--- src/rtl/varredura_tabela_pkg.sv ---
// Shared definitions for the truth-table sweep stage: FSM encoding and the golden table
// of the 3-input mux circuit under test.
package varredura_tabela_pkg;

    typedef enum logic [1:0] {
        StIdle   = 2'd0,
        StSettle = 2'd1,
        StSample = 2'd2,
        StDone   = 2'd3
    } estado_e;

    localparam int unsigned N_IN_PADRAO   = 3;
    localparam int unsigned SETTLE_PADRAO = 2;

    // saida = ~(a ^ c); bit i is the expected output for abc == i.
    localparam logic [7:0] TABELA_MUX = 8'hA5;

endpackage

--- src/rtl/varredura_tabela_if.sv ---
// Bundle between the sweep stage (master) and the circuit/observer side (slave).
interface varredura_tabela_if #(
    parameter int unsigned N_IN = 3
);
    localparam int unsigned NV = 2 ** N_IN;

    logic              start;
    logic              dut_out;
    logic [N_IN-1:0]   abc;
    logic              busy;
    logic [NV-1:0]     tabela;
    logic [N_IN:0]     erros;
    logic              done;
    logic              pass;

    modport master (
        input  start,
        input  dut_out,
        output abc,
        output busy,
        output tabela,
        output erros,
        output done,
        output pass
    );

    modport slave (
        output start,
        output dut_out,
        input  abc,
        input  busy,
        input  tabela,
        input  erros,
        input  done,
        input  pass
    );

endinterface

--- src/rtl/varredura_tabela_contador_espera.sv ---
// Settle-delay down-counter: loaded with SETTLE-1 when a vector is driven, counts down while
// enabled and flags the last settle cycle with a terminal-count pulse.
module varredura_tabela_contador_espera #(
    parameter int unsigned SETTLE = 2
) (
    input  logic clk,
    input  logic rst_n,
    input  logic i_load,
    input  logic i_en,
    output logic o_tc
);

    localparam int unsigned W     = (SETTLE > 1) ? $clog2(SETTLE) : 1;
    localparam logic [W-1:0] CARGA = W'(SETTLE - 1);

    logic [W-1:0] r_cnt;

    assign o_tc = i_en && (r_cnt == '0);

    // Load on a new vector, otherwise count down to zero and stay there.
    always_ff @(posedge clk or negedge rst_n) begin
        if (!rst_n) begin
            r_cnt <= '0;
        end else if (i_load) begin
            r_cnt <= CARGA;
        end else if (i_en && (r_cnt != '0)) begin
            r_cnt <= r_cnt - 1'b1;
        end
    end

endmodule

--- src/rtl/varredura_tabela.sv ---
// Self-checking sweep stage: drives every {a,b,c} vector onto the circuit, samples its output
// after a settle delay, builds the measured truth table and compares it with a golden table.
module varredura_tabela
    import varredura_tabela_pkg::*;
#(
    parameter int unsigned             N_IN     = N_IN_PADRAO,
    parameter int unsigned             SETTLE   = SETTLE_PADRAO,
    parameter logic [(2**N_IN)-1:0]    EXPECTED = TABELA_MUX
) (
    input  logic                   clk,
    input  logic                   rst_n,
    varredura_tabela_if.master     bus
);

    localparam int unsigned NV = 2 ** N_IN;

    estado_e           r_estado;
    logic [N_IN-1:0]   r_abc;
    logic [NV-1:0]     r_tabela;
    logic [N_IN:0]     r_erros;
    logic              r_busy;
    logic              r_done;
    logic              r_pass;

    logic              w_aceita;
    logic              w_ultimo;
    logic              w_erro;
    logic              w_load;
    logic              w_en;
    logic              w_tc;

    // start only counts from IDLE or DONE; ignored while a sweep is running.
    assign w_aceita = ((r_estado == StIdle) || (r_estado == StDone)) && bus.start;
    assign w_ultimo = &r_abc;
    assign w_erro   = (bus.dut_out != EXPECTED[r_abc]);
    // Reload the settle delay whenever a fresh vector goes out.
    assign w_load   = w_aceita || ((r_estado == StSample) && !w_ultimo);
    assign w_en     = (r_estado == StSettle);

    varredura_tabela_contador_espera #(
        .SETTLE (SETTLE)
    ) u_contador_espera (
        .clk    (clk),
        .rst_n  (rst_n),
        .i_load (w_load),
        .i_en   (w_en),
        .o_tc   (w_tc)
    );

    // Sweep FSM with all outputs registered.
    always_ff @(posedge clk or negedge rst_n) begin
        if (!rst_n) begin
            r_estado <= StIdle;
            r_abc    <= '0;
            r_tabela <= '0;
            r_erros  <= '0;
            r_busy   <= 1'b0;
            r_done   <= 1'b0;
            r_pass   <= 1'b0;
        end else begin
            unique case (r_estado)
                StIdle, StDone: begin
                    if (bus.start) begin
                        r_abc    <= '0;
                        r_tabela <= '0;
                        r_erros  <= '0;
                        r_busy   <= 1'b1;
                        r_done   <= 1'b0;
                        r_pass   <= 1'b0;
                        r_estado <= StSettle;
                    end
                end
                StSettle: begin
                    if (w_tc) begin
                        r_estado <= StSample;
                    end
                end
                StSample: begin
                    r_tabela[r_abc] <= bus.dut_out;
                    if (w_erro) begin
                        r_erros <= r_erros + 1'b1;
                    end
                    if (w_ultimo) begin
                        // Verdict includes the mismatch of this final sample.
                        r_pass   <= (r_erros == '0) && !w_erro;
                        r_busy   <= 1'b0;
                        r_done   <= 1'b1;
                        r_estado <= StDone;
                    end else begin
                        r_abc    <= r_abc + 1'b1;
                        r_estado <= StSettle;
                    end
                end
                default: r_estado <= StIdle;
            endcase
        end
    end

    assign bus.abc    = r_abc;
    assign bus.tabela = r_tabela;
    assign bus.erros  = r_erros;
    assign bus.busy   = r_busy;
    assign bus.done   = r_done;
    assign bus.pass   = r_pass;

endmodule

--- src/flat_wrapper.sv ---
// flat-port wrapper written by rule: the top's interface ports become plain ports
module varredura_tabela_flat import varredura_tabela_pkg::*;
#(
    parameter int unsigned             N_IN     = N_IN_PADRAO,
    parameter int unsigned             SETTLE   = SETTLE_PADRAO,
    parameter logic [(2**N_IN)-1:0]    EXPECTED = TABELA_MUX
)
  (clk, rst_n, bus_start, bus_dut_out, bus_abc, bus_busy, bus_tabela, bus_erros, bus_done, bus_pass);
  varredura_tabela_if #(.N_IN(N_IN)) bus_i ();
  input  logic clk;
  input  logic rst_n;
  input wire logic [$bits(bus_i.start)-1:0] bus_start;
  input wire logic [$bits(bus_i.dut_out)-1:0] bus_dut_out;
  output wire logic [$bits(bus_i.abc)-1:0] bus_abc;
  output wire logic [$bits(bus_i.busy)-1:0] bus_busy;
  output wire logic [$bits(bus_i.tabela)-1:0] bus_tabela;
  output wire logic [$bits(bus_i.erros)-1:0] bus_erros;
  output wire logic [$bits(bus_i.done)-1:0] bus_done;
  output wire logic [$bits(bus_i.pass)-1:0] bus_pass;
  assign bus_i.start = bus_start;
  assign bus_i.dut_out = bus_dut_out;
  assign bus_abc = bus_i.abc;
  assign bus_busy = bus_i.busy;
  assign bus_tabela = bus_i.tabela;
  assign bus_erros = bus_i.erros;
  assign bus_done = bus_i.done;
  assign bus_pass = bus_i.pass;
  varredura_tabela #(.N_IN(N_IN), .SETTLE(SETTLE), .EXPECTED(EXPECTED)) u_core (.clk(clk), .rst_n(rst_n), .bus(bus_i));
endmodule
--- config.mk ---
export PLATFORM = sky130hd
export DESIGN_NAME = varredura_tabela_flat
export DESIGN_NICKNAME = d
export VERILOG_FILES = /design/src/rtl/varredura_tabela_pkg.sv /design/src/rtl/varredura_tabela_if.sv /design/src/rtl/varredura_tabela_contador_espera.sv /design/src/rtl/varredura_tabela.sv /design/src/flat_wrapper.sv
export SDC_FILE = /design/constraint.sdc
export NUM_CORES = 1
export LEC_CHECK = 0
export BUFFER_PORTS_ARGS = -buffer_cell sky130_fd_sc_hd__buf_2
export CORE_MARGIN = 8
export CORE_UTILIZATION = 55
export CTS_CLUSTER_DIAMETER = 200
export CTS_CLUSTER_SIZE = 20
export DETAILED_ROUTE_END_ITERATION = 6
export GPL_TIMING_DRIVEN = 0
export PLACE_DENSITY = 0.78
export SLEW_MARGIN = 20
export SYNTH_ARGS = -nofsm -noshare
export SYNTH_HDL_FRONTEND = slang
export SYNTH_HIERARCHICAL = 1
export SYNTH_SLANG_ARGS = --single-unit
--- constraint.sdc ---
create_clock -name clk -period 2.17 [get_ports clk]
set_input_delay 0.217 -clock clk [delete_from_list [all_inputs] [get_ports clk]]
set_output_delay 0.217 -clock clk [all_outputs]
set_load 0.005 [all_outputs]
==> metrics <==
RD Place Congestion 0.8012; Comb pwr share 52.8%; vias in the first global route 1,069; Iter 0 DRT Violations 39; Synth Cell Area 1323 sq um; Worst-Margin Slew 0.4567 ns; IO Port Bufs 20; CTS Sinks 21; switching power total 0.0006671 W; IR drop worst, VDD 0.0008088 V; Net Sw Frac 44.16%; ANT cells 0; Crit Reg-Reg Endpoint u_core/bus.tabela[5]; Slew Limit Fails 0; Post-CTS Setup Inserts 0; final setup violation count 0; max-cap check violation count 0; Lkg Pwr 0.7303 nW; TNS Setup 0 ns; PD cells 1010 nW/um^2; chip height 65.04 um; WL per Instance 14.92 um; CTS tree done; power share of the clock group 12.8%; core box area 2233 sq um; grt ovf 0; clock transition at the registers of the reported paths 0.13 ns; hpwl dp 2.149 mm; Critical Path Start u_core/r_estado[0]; cts bufs inserted 3; Worst-Skew Late Latency 0.31 ns; Via-to-Cell Ratio 5.893; kind of critical path flop to flop; Post-CTS Resized 0; Tmin final 1.845 ns; register area 525.5 sq um; CP endpoint kind flop; Mean Syn Cell Area 9.248 sq um; I/O Pins 22; router iterations before antenna repair 4; Yosys reg bits 21; Worst setup SP type flop; r2r startpoint u_core/r_estado[0]; CP endpoint u_core/bus.tabela[5]; total power 0.001510 W; final core utilization 66.95%; drt total wl 2.925 mm; Hold-fix buffers, CTS 1; R2R Setup Slk 0.32 ns; layout cells sized above 1 20.83%; cells on worst reg2reg path 6; first-pass GRT wire length 4.836 mm; fin nets 181; DRC viols 0; post-synthesis cell type count 39; Synth Warn # 6; WP data arrival 2.07 ns; initial antenna violation count 0; largest net degree at the start of global routing 22; post-synthesis cell count 143; Max FO, Critical Path 10; Internal Power 0.0008434 W; std cell rows 17; fin crit share 85.04%; RSZ-0062 raised after global routing no; Chip Width 65.04 um; sequential share of power 34.4%; full die area 4230 sq um; Fin. Hold Viols 0; worst setup skew after layout 0.01750 ns; Total Routing Usage GR 14.20%; Synth Net Count 155; HP Class input port to flop; register area share after synthesis 39.74%; fill cell total of the finished layout 197; Vias 1,155; Slew headroom 68.68%; H-tree Lvls 1; initial core utilization 59.22%; maximum clock insertion buffer count 2; status finished, final reports clean; synthesis-to-finish area growth 13.06%; multi-input logic area 699.4 sq um; Max Fclk 541.9 MHz; Data required, critical path 2.39 ns; Root Buffer Master clkbuf_4; ANT nets after route 0
## metrics by stage
| stage | setup slack [ns] | hold slack (ns) | cells | area, sq um |
|---|---|---|---|---|
| floorplan | 0.5532 | -0.07859 | 143 | 1323 |
| global route | 0.1663 | 0.3284 | 196 | 1495 |
| finish | 0.3247 | 0.3248 | 196 | 1495 |
| CTS | 0.3189 | 0.3071 | 196 | 1495 |
| detailed placement | 0.3624 | 0.2093 | 191 | 1458 |
| global placement | 0.3864 | 0.2000 | 191 | 1458 |
## state kept, by name, summed over array words and instances, names as in the netlist
name                            count
u_core/r_estado                     2
u_core/bus.done                     1
u_core/bus.erros                    4
u_core/bus.busy                     1
u_core/bus.pass                     1
u_core/bus.abc                      3
u_core/u_contador_espera/r_cnt      1
u_core/bus.tabela                   8
## placed cells by master (no fill, tap or decap), drive strengths merged
cell type,netlist,final
a21o,1,1
a21oi,11,11
a22o,3,3
a22oi,1,1
a31oi,1,1
and3,1,1
and3b,1,1
buf,6,26
clkbuf,3,6
clkinv,0,1
dfrtp,21,21
dlygate4sd3,0,1
ha,8,8
inv,15,15
mux2,1,1
mux2i,3,3
nand2,12,12
nand2b,5,5
nand3,4,4
nand3b,3,3
nand4,4,4
nand4b,2,2
nor2,3,3
nor2b,3,3
nor3b,2,2
o21a,1,1
o21ai,7,7
o221ai,1,1
o22ai,7,7
o2bb2ai,1,1
o311ai,2,2
o31a,1,1
o31ai,1,1
o32ai,1,1
o41ai,1,1
or2b,2,2
or3b,3,3
xnor3,1,1
## power by group through the flow
stage / Clock (W) / Sequential [W] / Combinational [W]
6_report: 0.000193 / 0.000520 / 0.000797
5_1_grt: 0.000219 / 0.000528 / 0.000891
4_1_cts: 0.000204 / 0.000520 / 0.000797
3_5_place_dp: 0 / 0.000528 / 0.000793
3_3_place_gp: 0 / 0.000524 / 0.000771
2_1_floorplan: 0 / 0.000518 / 0.000606
## critical path: stages, from the launching register on
cell and delay [ns]:
dfrtp_1 0.39, inv_1 0.07, ha_1 0.33, mux2i_1 0.45, buf_2 0.31, a21oi_1 0.07, o22ai_1 0.16
## routing by layer
| metal | track usage, % | share of wire, % |
|---|---|---|
| met1 | 18.11 | 46 |
| met2 | 21.74 | 46 |
| met3 | 3.608 | 7.0 |
| met4 | 7.084 | 0.85 |
| met5 | 0 | 0 |
## synthesized netlist by cell type, drive strengths merged
master | number | area, sq um
and3 | 1 | 6.260
and3b | 1 | 8.760
o41ai | 1 | 16.27
nand2 | 12 | 45.04
mux2 | 1 | 11.26
nor2 | 3 | 11.26
mux2i | 3 | 30.03
a21oi | 11 | 55.05
buf | 6 | 30.03
o31a | 1 | 10.01
o32ai | 1 | 8.760
o22ai | 7 | 43.79
clkbuf | 3 | 11.26
dfrtp | 21 | 525.5
nand4 | 4 | 25.02
o221ai | 1 | 8.760
inv | 15 | 56.30
a21o | 1 | 7.510
xnor3 | 1 | 23.77
or3b | 3 | 26.28
o21a | 1 | 7.510
nand2b | 5 | 31.28
o311ai | 2 | 17.52
o21ai | 7 | 35.03
ha | 8 | 100.1
a22oi | 1 | 7.510
nand3 | 4 | 20.02
nor2b | 3 | 18.77
nand4b | 2 | 17.52
a31oi | 1 | 6.260
a22o | 3 | 26.28
nand3b | 3 | 22.52
or2b | 2 | 15.01
nor3b | 2 | 20.02
o31ai | 1 | 7.510
o2bb2ai | 1 | 8.760
## worst min path at each step
stage,depth (start not counted),startpoint,slack (ns),to
2_1_floorplan,0,rst_n,-0.08,u_core/bus.abc[0]
5_1_grt,3,bus_start,0.33,u_core/bus.done
3_3_place_gp,1,rst_n,0.20,u_core/bus.tabela[4]
3_5_place_dp,1,rst_n,0.21,u_core/bus.tabela[4]
4_1_cts,3,bus_dut_out,0.31,u_core/bus.tabela[0]
6_report,3,bus_dut_out,0.32,u_core/bus.tabela[0]
## area by class of cell
cell class / instances / share of cell area, %
sequential: 21 / 35.15
clock inverter: 1 / 0.3347
clock buffer: 3 / 1.506
inverter: 15 / 3.766
timing repair buffer: 21 / 7.364
buffer: 9 / 2.762
multi-input combinational: 98 / 46.78
tap: 28 / 2.343
## kinds of logic (layout without fill, tap and decap cells)
group           after synthesis  in the layout  share of synthesized area [%]
xor+xnor                      1              1                          1.797
compound gates               40             40                          20.15
simple gates                 45             45                          20.25
buf+inv                      24             49                          7.379
flops                        21             21                          39.73
mux                           4              4                          3.122
fa+ha+maj                     8              8                          7.569
Power figures use the tool's default switching activity.
